## src/rtl/ldl_crc32_mch_check.sv

```systemverilog
// Multi-channel streaming CRC-32 frame checker.
// Per-channel running CRC/length, one result per frame.

module ldl_crc32_next #(
  parameter int NUM = 4,
  parameter int NBW = 3
) (
  input  logic [31:0]      crc_in,
  input  logic [8*NUM-1:0] data,
  input  logic [NBW-1:0]   nb,
  output logic [31:0]      crc_out
);

  localparam logic [31:0] POLY = 32'h04C11DB7;

  logic [31:0] c;
  logic        fb;

  // Fold the first nb bytes of the beat, MSB first
  always_comb begin
    c  = crc_in;
    fb = 1'b0;
    for (int i = 0; i < NUM; i++) begin
      if (NBW'(i) < nb) begin
        for (int b = 7; b >= 0; b--) begin
          fb = c[31] ^ data[8*(NUM-1-i)+b];
          c  = {c[30:0], 1'b0} ^ (fb ? POLY : 32'h0);
        end
      end
    end
    crc_out = c;
  end

endmodule

module ldl_crc32_mch_check #(
  parameter int NUM   = 4,
  parameter int CH    = 1,
  parameter int LEN_W = 16,
  parameter int CNT_W = 16,
  localparam int BW   = (NUM > 1) ? $clog2(NUM) : 1,
  localparam int CW   = (CH > 1) ? $clog2(CH) : 1
) (
  input  logic             clk,
  input  logic             rst_n,
  input  logic             s_valid,
  output logic             s_ready,
  input  logic [8*NUM-1:0] s_data,
  input  logic [BW-1:0]    s_bnum,
  input  logic             s_eof,
  input  logic             s_abort,
  input  logic [CW-1:0]    s_ch,
  output logic             m_valid,
  input  logic             m_ready,
  output logic [CW-1:0]    m_ch,
  output logic             m_err,
  output logic [LEN_W-1:0] m_len,
  input  logic             clr_cnt,
  output logic [CNT_W-1:0] good_cnt,
  output logic [CNT_W-1:0] bad_cnt
);

  localparam int NBW = BW + 1;
  localparam int SW  = LEN_W + 1;
  localparam logic [31:0] INIT = 32'hFFFF_FFFF;
  localparam logic [31:0] RES  = 32'hC704_DD7B;

  logic [31:0]      crc_all [CH];
  logic [LEN_W-1:0] len_all [CH];

  logic             acc;
  logic             fin;
  logic             ok;
  logic [NBW-1:0]   nb;
  logic [31:0]      crc_cur;
  logic [31:0]      crc_nxt;
  logic [LEN_W-1:0] len_cur;
  logic [LEN_W-1:0] len_nxt;
  logic [SW-1:0]    len_sum;

  assign s_ready = !m_valid || m_ready;
  assign acc     = s_valid && s_ready;
  assign fin     = acc && s_eof && !s_abort;

  assign crc_cur = crc_all[s_ch];
  assign len_cur = len_all[s_ch];

  // Bytes in this beat: only an eof beat may be partial
  always_comb begin
    nb = NBW'(NUM);
    if (s_eof && (s_bnum != '0)) begin
      nb = NBW'(s_bnum);
    end
  end

  ldl_crc32_next #(
    .NUM (NUM),
    .NBW (NBW)
  ) u_crc (
    .crc_in  (crc_cur),
    .data    (s_data),
    .nb      (nb),
    .crc_out (crc_nxt)
  );

  assign len_sum = {1'b0, len_cur} + SW'(nb);
  assign len_nxt = len_sum[LEN_W] ? '1
                 : len_sum[LEN_W-1:0];
  assign ok      = (crc_nxt == RES);

  for (genvar g = 0; g < CH; g++) begin : g_ch
    logic             hit;
    logic [31:0]      crc_r;
    logic [LEN_W-1:0] len_r;

    assign hit        = acc && (s_ch == CW'(g));
    assign crc_all[g] = crc_r;
    assign len_all[g] = len_r;

    // Channel state: restart on abort/eof, else accumulate
    always_ff @(posedge clk or negedge rst_n) begin
      if (!rst_n) begin
        crc_r <= INIT;
        len_r <= '0;
      end else if (hit) begin
        if (s_abort || s_eof) begin
          crc_r <= INIT;
          len_r <= '0;
        end else begin
          crc_r <= crc_nxt;
          len_r <= len_nxt;
        end
      end
    end
  end

  // Result register: load on frame end, drop on consume
  always_ff @(posedge clk or negedge rst_n) begin
    if (!rst_n) begin
      m_valid <= 1'b0;
      m_ch    <= '0;
      m_err   <= 1'b0;
      m_len   <= '0;
    end else if (fin) begin
      m_valid <= 1'b1;
      m_ch    <= s_ch;
      m_err   <= !ok;
      m_len   <= len_nxt;
    end else if (m_ready) begin
      m_valid <= 1'b0;
    end
  end

  // Saturating good/bad counters; clear still keeps a same-cycle hit
  always_ff @(posedge clk or negedge rst_n) begin
    if (!rst_n) begin
      good_cnt <= '0;
      bad_cnt  <= '0;
    end else if (clr_cnt) begin
      good_cnt <= CNT_W'(fin && ok);
      bad_cnt  <= CNT_W'(fin && !ok);
    end else if (fin) begin
      if (ok && !(&good_cnt)) begin
        good_cnt <= good_cnt + 1'b1;
      end
      if (!ok && !(&bad_cnt)) begin
        bad_cnt <= bad_cnt + 1'b1;
      end
    end
  end

endmodule

```

## config.mk

```make
export PLATFORM = sky130hd
export DESIGN_NAME = ldl_crc32_mch_check
export DESIGN_NICKNAME = d
export VERILOG_FILES = /design/src/rtl/ldl_crc32_mch_check.sv
export SDC_FILE = /design/constraint.sdc
export NUM_CORES = 1
export LEC_CHECK = 0
export ABC_CLOCK_PERIOD_IN_PS = 14190
export BUFFER_PORTS_ARGS = -buffer_cell sky130_fd_sc_hd__buf_2
export CORE_MARGIN = 3
export CORE_UTILIZATION = 60
export CTS_CLUSTER_SIZE = 30
export DETAILED_ROUTE_END_ITERATION = 8
export GPL_ROUTABILITY_DRIVEN = 0
export PLACE_DENSITY = 0.8
export SYNTH_ARGS = -nofsm -noshare
export SYNTH_HDL_FRONTEND = slang
export SYNTH_SLANG_ARGS = --single-unit
export TNS_END_PERCENT = 20
```

## constraint.sdc

```tcl
create_clock -name clk -period 14.19 [get_ports clk]
set_input_delay 2.838 -clock clk [delete_from_list [all_inputs] [get_ports clk]]
set_output_delay 2.838 -clock clk [all_outputs]
set_load 0.03 [all_outputs]
```

### Yosys cells after proc, flatten, opt, wreduce, memory -nomap -nowiden

Cells that the tools add are included.

| operators by class | value |
|---|---|
| add/sub/neg operators | 3 |
| order comparisons | 5 |
| eq/ne operators | 1 |
| mux-type cells | 50 |
| bitwise operators | 65 |
| reduce and logical (&&, ||, !) cells | 25 |

Operators by type and width:

| cell | count |
|---|---|
| $xor A32 B32 Y32 | 32 |
| $mux W27 | 32 |
| $mux W32 | 6 |
| $mux W16 | 9 |
| $add A16 B1 Y16 const B | 2 |
| $eq A32 B32 Y1 const B | 1 |
| $reduce_and A16 Y1 | 2 |
| $xor A1 B1 Y1 | 32 |
| $add A16 B3 Y17 | 1 |
| $reduce_bool A2 Y1 | 5 |
| $logic_and A1 B1 Y1 | 9 |
| $lt A1 B3 Y1 const A | 2 |
| $lt A2 B3 Y1 const A | 2 |
| $logic_not A1 Y1 | 5 |
| $reduce_and A2 Y1 | 2 |
| $mux W3 | 1 |
| $logic_or A1 B1 Y1 | 2 |
| $mux W1 | 2 |
| $lt A1 B1 Y1 const B | 1 |
| $not A1 Y1 | 1 |

| storage, ports and cells | value |
|---|---|
| flip-flop bits (word level) | 99 |
| word-level logic and storage cells | 157 |

### Logic depth before layout (Yosys ltp)

Gate-level depths: netlist of the first run.

| depth | value |
|---|---|
| depth after elaboration | 108 |
| mapped depth | 22 |

### Modules after synthesis

A second synthesis of the first run with hierarchy kept.

| second synthesis, totals | value |
|---|---|
| cells, all modules | 1073 |
| area, all modules | 10328.7 um^2 |

By module, submodules not included:

| module | times used | cells each | area each (um^2) | sequential area each (um^2) |
|---|---|---|---|---|
| ldl_crc32_next | 1 | 576 | 5360.1 | 0.0 |
| ldl_crc32_mch_check | 1 | 497 | 4968.5 | 2517.4 |

### Worst setup path after synthesis of the first run

Ideal clock, no wire load.

| timing path | value |
|---|---|
| path type | input -> register |
| from | input port s_data[25] |
| to | register good_cnt[9] |
| arrival | 8.393 ns |
| required time | 14.065 ns |
| path slack | 5.673 ns |
| cell stages on the path | 18 |
| cell sequence | xnor2_2 xnor3_2 xor2_2 xor2_1 nor3_1 or4_4 nor3_4 xnor3_1 mux2i_4 xnor3_1 xor3_1 xnor3_1 o21ai_1 and4_4 nand4_4 buf_2 nor3_1 mux2_2 |

| between the ends | value |
|---|---|
| cells in the longest elaborated chain, start to end | 44 |

RTL lines:

| item | line | text |
|---|---|---|
| from (decl) | 48 | `input logic [8*NUM-1:0] s_data,` |
| $xor A1 B1 Y1 (*) | 26 | `fb = c[31] ^ data[8*(NUM-1-i)+b];` |
| $mux W27 (*) | 27 | `c = {c[30:0], 1'b0} ^ (fb ? POLY : 32'h0);` |
| $xor A32 B32 Y32 (*) (2 in series) | 27 |  |
| $mux W32 (*) | 24 | `if (NBW'(i) < nb) begin` |
| $xor A32 B32 Y32 (4 in series) | 27 |  |
| $xor A1 B1 Y1 | 26 |  |
| $mux W27 | 27 |  |
| $xor A32 B32 Y32 (4 in series) | 27 |  |
| [... 20 more ...] | n/a |  |
| $xor A1 B1 Y1 | 26 |  |
| $mux W27 | 27 |  |
| $xor A32 B32 Y32 (2 in series) | 27 |  |
| $mux W32 (*) | 24 |  |
| $eq A32 B32 Y1 (*) | 109 | `assign ok = (crc_nxt == RES);` |
| $logic_and A1 B1 Y1 (*) | 163 | `if (ok && !(&good_cnt)) begin` |
| $reduce_bool A2 Y1 (no source line) (*) | n/a |  |
| $reduce_and A2 Y1 (no source line) (*) | n/a |  |
| to (signal assigned) | 160 | `good_cnt <= CNT_W'(fin && ok);` |
| to (signal assigned) | 164 | `good_cnt <= good_cnt + 1'b1;` |
| to (decl) | 59 | `output logic [CNT_W-1:0] good_cnt,` |

Every way passes the cells marked *; elsewhere a longest branch is shown, timed or not.
A chain may end at the register's enable or synchronous reset.

### Final worst setup path of the first run

| timing path | value |
|---|---|
| from | input port s_data[30] |
| to | register good_cnt[5] |

| between the ends | value |
|---|---|
| cells in the longest elaborated chain, start to end | 51 |

RTL lines:

| item | line |
|---|---|
| $xor A1 B1 Y1 (*) | 26 |
| $mux W27 (*) | 27 |
| $xor A32 B32 Y32 (*) (6 in series) | 27 |
| $xor A1 B1 Y1 | 26 |
| $mux W27 | 27 |
| $xor A32 B32 Y32 (*) | 27 |
| $mux W32 (*) | 24 |
| $xor A32 B32 Y32 (5 in series) | 27 |
| [... 26 more ...] | n/a |
| $xor A1 B1 Y1 | 26 |
| $mux W27 | 27 |
| $xor A32 B32 Y32 | 27 |
| $mux W32 (*) | 24 |
| $eq A32 B32 Y1 (*) | 109 |
| $logic_and A1 B1 Y1 (*) | 163 |
| $reduce_bool A2 Y1 (no source line) (*) | n/a |
| $reduce_and A2 Y1 (no source line) (*) | n/a |

Marked as above.

==> impl_metrics.tcl, run 1 <==
set metrics [dict create \
    dr_wl_met2_um 13700 \
    antenna_cells 0 \
    grt_first_pass_wirelength_um 47200 \
    endpoint_kind "register" \
    cts_setup_buffers 0 \
    cts.repair.resized 0 \
    required_ps 14420 \
    tritoncts "yes" \
    drc_errors 0 \
    crit_arrival_ps 10020 \
    max_freq_ghz 0.102 \
    finalCriticalPeriod_ps 9790 \
    status "completed" \
    wire_per_inst_um 20.5 \
    yosysSeqAreaShare 0.232 \
    ys.flop_type "dfrtp_1" \
    ys_types 78 \
    cts_buffer_depth 2 \
    cts.sinks 99 \
    top_layer "met4" \
    post_route_cells_drive_above_1_share 0.178 \
    synthCells 1166 \
    layout_common_cells "xnor2_1, nor2_1, a21oi_1, buf_2, nand2_1" \
    start_util 0.620 \
    min_path_cells 2 \
    finalClockSkew_ps 9.18 \
    drv_slew 0 \
    die_x_um 140 \
    grt_max_degree 58 \
    clk_latency_ps 340 \
    numCtsBuffers 9 \
    hp-class "register to register" \
    core_area_um2 17500 \
    cap_violations 0 \
    criticalPathCategory "input port to register" \
    num_rows 48 \
    grt_pass1_vias 8599 \
    crit_fanout 27 \
    avgSynthCellArea_um2 9.29 \
    dpl_cell_area_um2 11400 \
    rsz0062_at_grt "false" \
    wl_met3_um 2820 \
    vias_per_cell 6.30 \
    hold_viol 0 \
    cts_max_level 3 \
    fillers 1395 \
    reg2reg_from "crc_all[29]" \
    initialDrtViolationCount 1115 \
    antenna_found_initial 0 \
    ctsRootBufferMaster "clkbuf_16" \
    grt.overflow.total 0 \
    dr.pass1.iters 5 \
    relSlewSlack 0.162 \
    ys_async_sr_fraction 1.00 \
    clkTransAtPathRegs_ps 70 \
    totalWireLength_um 29600 \
    worstRegToRegCells 16 \
    grtUsageTotal 0.298 \
    area_delta_synth_final_pct 8.42 \
    synth-edff-count 0 \
    holdBufCountCts 0 \
    worstMarginPinSlew_ps 1250 \
    io_buffer_count 93 \
    setup.worst_path.start "s_data[30]" \
    fin_area_um2 11700 \
    post-route-period-util 0.690 \
    layout_commonest_cell "xnor2_1" \
    io_pins 94 \
    synth_nets 1214 \
    finalSetupViolations 0 \
    m1WireLength_um 12500 \
    cp_cell_sequence "buf_2 > xnor2_4 > xnor3_2 > xnor2_4 > xnor3_1 > xnor2_2 > a21oi_2 > xnor2_4 > xnor2_1 > mux2_4 > nor4_4 > xnor2_1 > xnor2_1 > mux2i_1 > and4_4 > nand4_4 > nor4_1 > mux2_2" \
    slowest_delay_ps 860 \
    hold_path_startpoint "g_ch[0].len_r[0]" \
    start_kind "input port" \
    ys_warn_count 0 \
    syn_area_um2 10800 \
    num_vias 9102 \
    slowest_stage "nor4_4" \
    dpl.hpwl_um 22300 \
    synth-seq-cells 99 \
    die_area_um2 19700 \
    die_h_um 140 \
    nNetsFinal 1262 \
    postRouteAntennaNets 0 \
    fin_setup_tns_ps 0 \
]
worst paths after layout:
check | slack [ps] | endpoint
max | 4400 | good_cnt[5]
min | 500 | g_ch[0].len_r[0]
max reg2reg | 6540 | good_cnt[5]
min reg2reg | 500 | g_ch[0].len_r[0]
max in group asynchronous | 10570 | bad_cnt[8]
min in group asynchronous | 2480 | good_cnt[9]
cells by family (layout without fill, tap and decap cells):
kind of cell    Yosys count  in the layout  share of synthesized area
simple gates            395            395                      0.186
buf+inv                  79            132                     0.0296
flops                    99             99                      0.232
compound gates          223            223                      0.129
mux                      42             42                     0.0429
xor+xnor                322            322                      0.373
fa+ha+maj                 6              6                    0.00763
layout make-up:
| class | count | area [um^2] | share of cell area |
|---|---|---|---|
| clock inverter | 7 | 138 | 0.0117 |
| timing repair buffer | 100 | 520 | 0.0443 |
| tap | 225 | 282 | 0.0240 |
| clock buffer | 9 | 225 | 0.0192 |
| multi-input combinational | 988 | 8000 | 0.681 |
| sequential | 99 | 2520 | 0.214 |
| inverter | 16 | 60.1 | 0.00512 |
metal layers:
| layer | global-route usage | vias up |
|---|---|---|
| met4 | 0.0755 | 0 |
| li1 | - | 4194 |
| met5 | 0 | - |
| met3 | 0.0628 | 59 |
| met1 | 0.424 | 4413 |
| met2 | 0.468 | 436 |
per-stage QoR:
step,hold slack (ps),setup slack (ps),util,instances
floorplan,456,5670,-,1166
global placement,471,4210,0.651,1428
detailed placement,473,4130,0.651,1428
CTS,497,4470,0.672,1444
global route,523,4120,0.672,1444
finish,495,4400,0.672,1444
sequential cells by signal (all words and copies together) (netlist names):
signal and flops:
m_len 16, m_err 1, m_valid 1, m_ch 1
g_ch.len_r 16, crc_all 32, bad_cnt 16, good_cnt 16
Yosys cell counts (17+ instances only):
library cell,instances,area (um^2)
xnor2_1,164,1440
nor2_1,130,488
a21oi_1,92,460
nand2_1,77,289
dfrtp_1,67,1680
xor2_1,66,578
xnor3_1,57,1280
clkbuf_1,45,169
nand3_1,41,205
o21ai_0,33,165
dfstp_2,32,841
nor3_1,26,130
and3_1,22,138
mux2i_1,19,190
a31oi_1,17,106
nor2b_1,17,106
critical path: cells and delay by family:
family          cells  cell delay (ps)
xor+xnor            9             3350
simple gates        4             1950
mux                 3             1240
compound gates      1              460
buf+inv             1              130
Power of run 1 is left out: the tool's default activity adds up to more than one toggle a clock period on the data nets, which glitch-free logic cannot reach.
==> inputs of run 2 (changes only) <==
ABC_AREA = 1   (was not set)
ABC_CLOCK_PERIOD_IN_PS = 8900   (was 14190)
CORE_UTILIZATION = 57   (was 60)
PLACE_DENSITY = 0.79   (was 0.8)
clock period = 8.9 ns   (was 14.19 ns; I/O delays follow)
==> run 2 against run 1 <==
Clock skew hardly changed. Flip-flop and latch count unchanged. Critical path depth rose by 13. Core utilization down 4.0 points. Critical endpoint is now good_cnt[15]. Count of clock-buffer cells in the layout increased by 1. Final area rose by 15%. Wire length rose by 46%. First-iteration DRC count is 74% higher. Hold slack worse by 13 ps. Die area rose by 21%. Largest cell class unchanged. Via count up 67%. Critical path type unchanged.
==> impl_metrics.tcl, run 2 <==
set metrics [dict create \
    num_vias 15200 \
    grtUsageTotal 0.354 \
    antenna_found_initial 1 \
    grt_pass1_vias 13700 \
    core_area_um2 21400 \
    io_pins 94 \
    postRouteAntennaNets 0 \
    cap_violations 0 \
    layout_commonest_cell "nand2_1" \
    finish.utilization 0.632 \
    cts_max_level 3 \
    criticalPathCategory "input port to register" \
    cts_setup_buffers 0 \
    finalClockSkew_ps 8.69 \
    synthCells 2266 \
    crit_fanout 43 \
    die_x_um 154 \
    avgSynthCellArea_um2 5.54 \
    synth-edff-count 0 \
    post-place-ws_ps 1790 \
    status "completed" \
    die_area_um2 23900 \
    grt_first_pass_wirelength_um 69200 \
    ys_types 47 \
    totalWireLength_um 43300 \
    yosysMostFrequentCell "nand2_1" \
    io_buffer_count 93 \
    seqCellArea_um2 2520 \
    grt_max_degree 56 \
    hold_slack_ps 482 \
    fillers 2070 \
    slowest_stage "inv_2" \
    wire_per_inst_um 16.6 \
    cts.repair.resized 0 \
    clk_latency_ps 350 \
    ctsRootBufferMaster "clkbuf_16" \
    finalCriticalPeriod_ps 7080 \
    cpLargestDelayFamily "simple AND/OR/NAND/NOR gates" \
    syn_area_um2 12600 \
    layout_common_cells "nand2_1, nand3_1, inv_1, buf_2, nand2_2" \
    synth-seq-cells 99 \
    holdBufCountCts 0 \
    ys.flop_type "dfrtp_1" \
    finalSetupViolations 0 \
    area_delta_synth_final_pct 7.45 \
    start_kind "input port" \
    crit_arrival_ps 7310 \
    drv_slew 0 \
    clkTransAtPathRegs_ps 70 \
    post_route_cells_drive_above_1_share 0.133 \
    slowest_delay_ps 620 \
    die_h_um 154 \
    netlist.area_leader.share 0.310 \
    dr.pass1.iters 6 \
    path_buf_inv 5 \
    antenna_cells 0 \
    hp-class "register to register" \
    ys_async_sr_fraction 1.00 \
    drc_errors 0 \
    fin_ws_ps 1820 \
    synth.largest_area_cell "nand2_1" \
    crit_top_cell "nand2_1" \
    cts.sinks 99 \
    rsz0062_at_grt "false" \
    relSlewSlack 0.455 \
    multi_input_area_um2 8920 \
    nNetsFinal 2374 \
    yosysSeqAreaShare 0.200 \
    max_freq_ghz 0.141 \
    post-route-period-util 0.796 \
    synth_nets 2314 \
    worstMarginPinSlew_ps 816 \
    endpoint_kind "register" \
    fin_setup_tns_ps 0 \
    ys_warn_count 0 \
    initialDrtViolationCount 1940 \
    dpl.hpwl_um 33800 \
    yosys-top-cells-area "nand2_1, nand3_1, dfrtp_1" \
    numCtsBuffers 9 \
    grt.overflow.total 0 \
    cts_buffer_depth 2 \
    vias_per_cell 5.82 \
    yosys-top-cells-count "nand2_1, nand3_1, inv_1" \
    tritoncts "yes" \
    required_ps 9130 \
    start_util 0.588 \
    num_rows 53 \
    largest_reg_flops 32 \
    hold_viol 0 \
]
-- run 2: cell types whose count changed after synthesis, sizes merged, moves of 23 or more --
cell	before	now
inv	15	233
xnor2	187	11
o22ai	2	25
xnor3	61	2
a21oi	94	14
nor2	130	86
nand3	41	438
nand2	77	1128
-- run 2: area by class of cell --
class	count	area share
inverters	234	0.0651
clock inverters	6	0.00436
flip-flops and latches	99	0.186
multi-input cells	1879	0.661
well taps	275	0.0255
clock buffers	10	0.0177
repair buffers	103	0.0402
-- run 2: worst paths after layout --
path / to / cells after the start / slack (ps) / from
min: m_len[8] / 2 / 480 / m_len[8]
min reg2reg: m_len[8] / 2 / 480 / m_len[8]
max: good_cnt[15] / 31 / 1820 / s_bnum[1]
min in group asynchronous: good_cnt[9] / 1 / 1430 / rst_n
max reg2reg: good_cnt[15] / 32 / 3180 / crc_all[28]
max in group asynchronous: bad_cnt[14] / 2 / 6330 / rst_n
-- run 2: through the flow --
step	instances	cell area, um^2
after floorplan	2266	12600
after global placement	2590	13200
after detailed placement	2590	13200
after CTS	2606	13500
after global routing	2606	13500
final	2606	13500
-- run 2: worst min-delay path, stage by stage, from the launching register on --
cell and delay [ps]:
dfrtp_1 340, nand2_1 50, nand2_1 60
-- run 2: kinds of logic after synthesis --
logic type	share of synthesized area
AOI/OAI and AO/OA	0.0402
muxes	0.000797
DFF	0.200
buffers and inverters	0.0915
adders and majority gates	0.00657
xor gates and xnor gates	0.0588
and+or+nand+nor	0.602
-- run 2: routing by layer --
layer	wire [um]	global-route usage	up-vias
met1	17000	0.466	6745
met2	18700	0.554	921
met4	2820	0.197	2
met5	16	0	-
li1	-	-	7318
met3	4760	0.0571	172
Power of run 2 is left out for the same reason.
==> inputs of run 3 (changes only) <==
ABC_CLOCK_PERIOD_IN_PS = 7250   (was 8900)
CORE_UTILIZATION = 60   (was 57)
PLACE_DENSITY = 0.8   (was 0.79)
clock period = 7.25 ns   (was 8.9 ns; I/O delays follow)
==> run 3 against run 2 <==
Die area shrank 4.8%. Sequential share of layout area hardly changed. Flip-flop and latch count stayed put. Wire length up 0.16%. Critical endpoint is now good_cnt[4]. Global-route usage increased by 2.9 points. Critical path type unchanged. Final area about the same. Hold slack worse by 5.5 ps. Via count rose by 0.18%.
==> impl_metrics.tcl, run 3 (synthesis gave the netlist of run 2 again) <==
set metrics [dict create \
    status "completed" \
    grt.overflow.total 0 \
    finish.utilization 0.661 \
    grtUsageTotal 0.383 \
    core_area_um2 20400 \
    die_area_um2 22700 \
    cts.sinks 99 \
    endpoint_kind "register" \
    slowest_delay_ps 390 \
    hold_viol 0 \
    layout_commonest_cell "nand2_1" \
    cts.repair.resized 0 \
    nNetsFinal 2375 \
    hp-class "register to register" \
    die_x_um 151 \
    vias_per_cell 5.84 \
    clkTransAtPathRegs_ps 70 \
    totalWireLength_um 43300 \
    clk_latency_ps 350 \
    start_kind "input port" \
    rsz0062_at_grt "false" \
    criticalPathCategory "input port to register" \
    die_h_um 151 \
    crit_arrival_ps 6350 \
    ctsRootBufferMaster "clkbuf_16" \
    r2r-end "good_cnt[4]" \
    layout_common_cells "nand2_1, nand3_1, inv_1, buf_2, nand2_2" \
    max_freq_ghz 0.163 \
    dr.pass1.iters 6 \
    hold_path_startpoint "m_len[8]" \
    largest_reg_flops 32 \
    slowest_stage "nand4_2" \
    finalSetupViolations 0 \
    io_buffer_count 93 \
    dpl.hpwl_um 33600 \
    numCtsBuffers 9 \
    grt_max_degree 76 \
    area_delta_synth_final_pct 7.50 \
    initialDrtViolationCount 1650 \
    relSlewSlack 0.377 \
    fin_setup_tns_ps 0 \
    post-route-period-util 0.845 \
    post_route_cells_drive_above_1_share 0.133 \
    drc_errors 0 \
    cpLargestDelayFamily "simple AND/OR/NAND/NOR gates" \
    grt_pass1_vias 13700 \
    crit_top_cell "nand2_1" \
    worstRegToRegCells 33 \
    antenna_found_initial 0 \
    io_pins 94 \
    min_path_cells 2 \
    drv_slew 0 \
    path_buf_inv 3 \
    cap_violations 0 \
    tritoncts "yes" \
    required_ps 7480 \
    num_rows 52 \
    finalCriticalPeriod_ps 6120 \
    rrSetupSlack_ps 1750 \
    cts_buffer_depth 2 \
    cts_setup_buffers 0 \
    wire_per_inst_um 16.7 \
    grt_first_pass_wirelength_um 69200 \
    start_util 0.615 \
    holdBufCountCts 0 \
    postRouteAntennaNets 0 \
    dpl_cell_area_um2 13200 \
    fin_ws_ps 1130 \
    hold_end "m_len[8]" \
    fin_area_um2 13500 \
    post-place-ws_ps 939 \
    reg2reg_from "crc_all[28]" \
    crit_fanout 16 \
    cts_max_level 3 \
    worstMarginPinSlew_ps 935 \
    antenna_cells 0 \
    num_vias 15200 \
    finalClockSkew_ps 10.2 \
]
[run 3: metrics by stage]
stage,std cells,hold WS [ps]
after floorplan,2266,459
after global placement,2586,459
after detailed placement,2586,460
after CTS,2602,480
after global routing,2602,498
final,2602,477
[run 3: how the worst max path moves through the flow]
stage / start / to / slack [ps] / depth (start not counted)
after floorplan: s_data[26] / good_cnt[6] / 2420 / 35
after global placement: s_data[28] / good_cnt[9] / 1040 / 35
after detailed placement: s_data[28] / good_cnt[4] / 940 / 36
after CTS: s_data[28] / good_cnt[5] / 1300 / 34
after global routing: s_data[28] / good_cnt[4] / 620 / 36
final: s_data[28] / good_cnt[4] / 1130 / 34
[run 3: worst register-to-register path: cells and delay by family, from the launching register on]
family | cells | cell delay (ps)
buffers and inverters | 2 | 240
DFF | 1 | 550
and+or+nand+nor | 31 | 4560
[run 3: cell type report]
type | count | area (um^2)
multi-input cells | 1879 | 8920
fillers | 1971 | 6920
clock buffers | 12 | 246
flip-flops and latches | 99 | 2520
well taps | 270 | 338
repair buffers | 104 | 551
clock inverters | 4 | 56.3
inverters | 234 | 878
[run 3: routing by layer]
layer  share of wire  up-vias  track usage
met2            0.42      906        0.581
li1                -     7341            -
met4           0.075        0        0.246
met1            0.39     6746        0.493
met3            0.12      192       0.0843
met5               0        -            0
Power of run 3 is left out for the same reason.
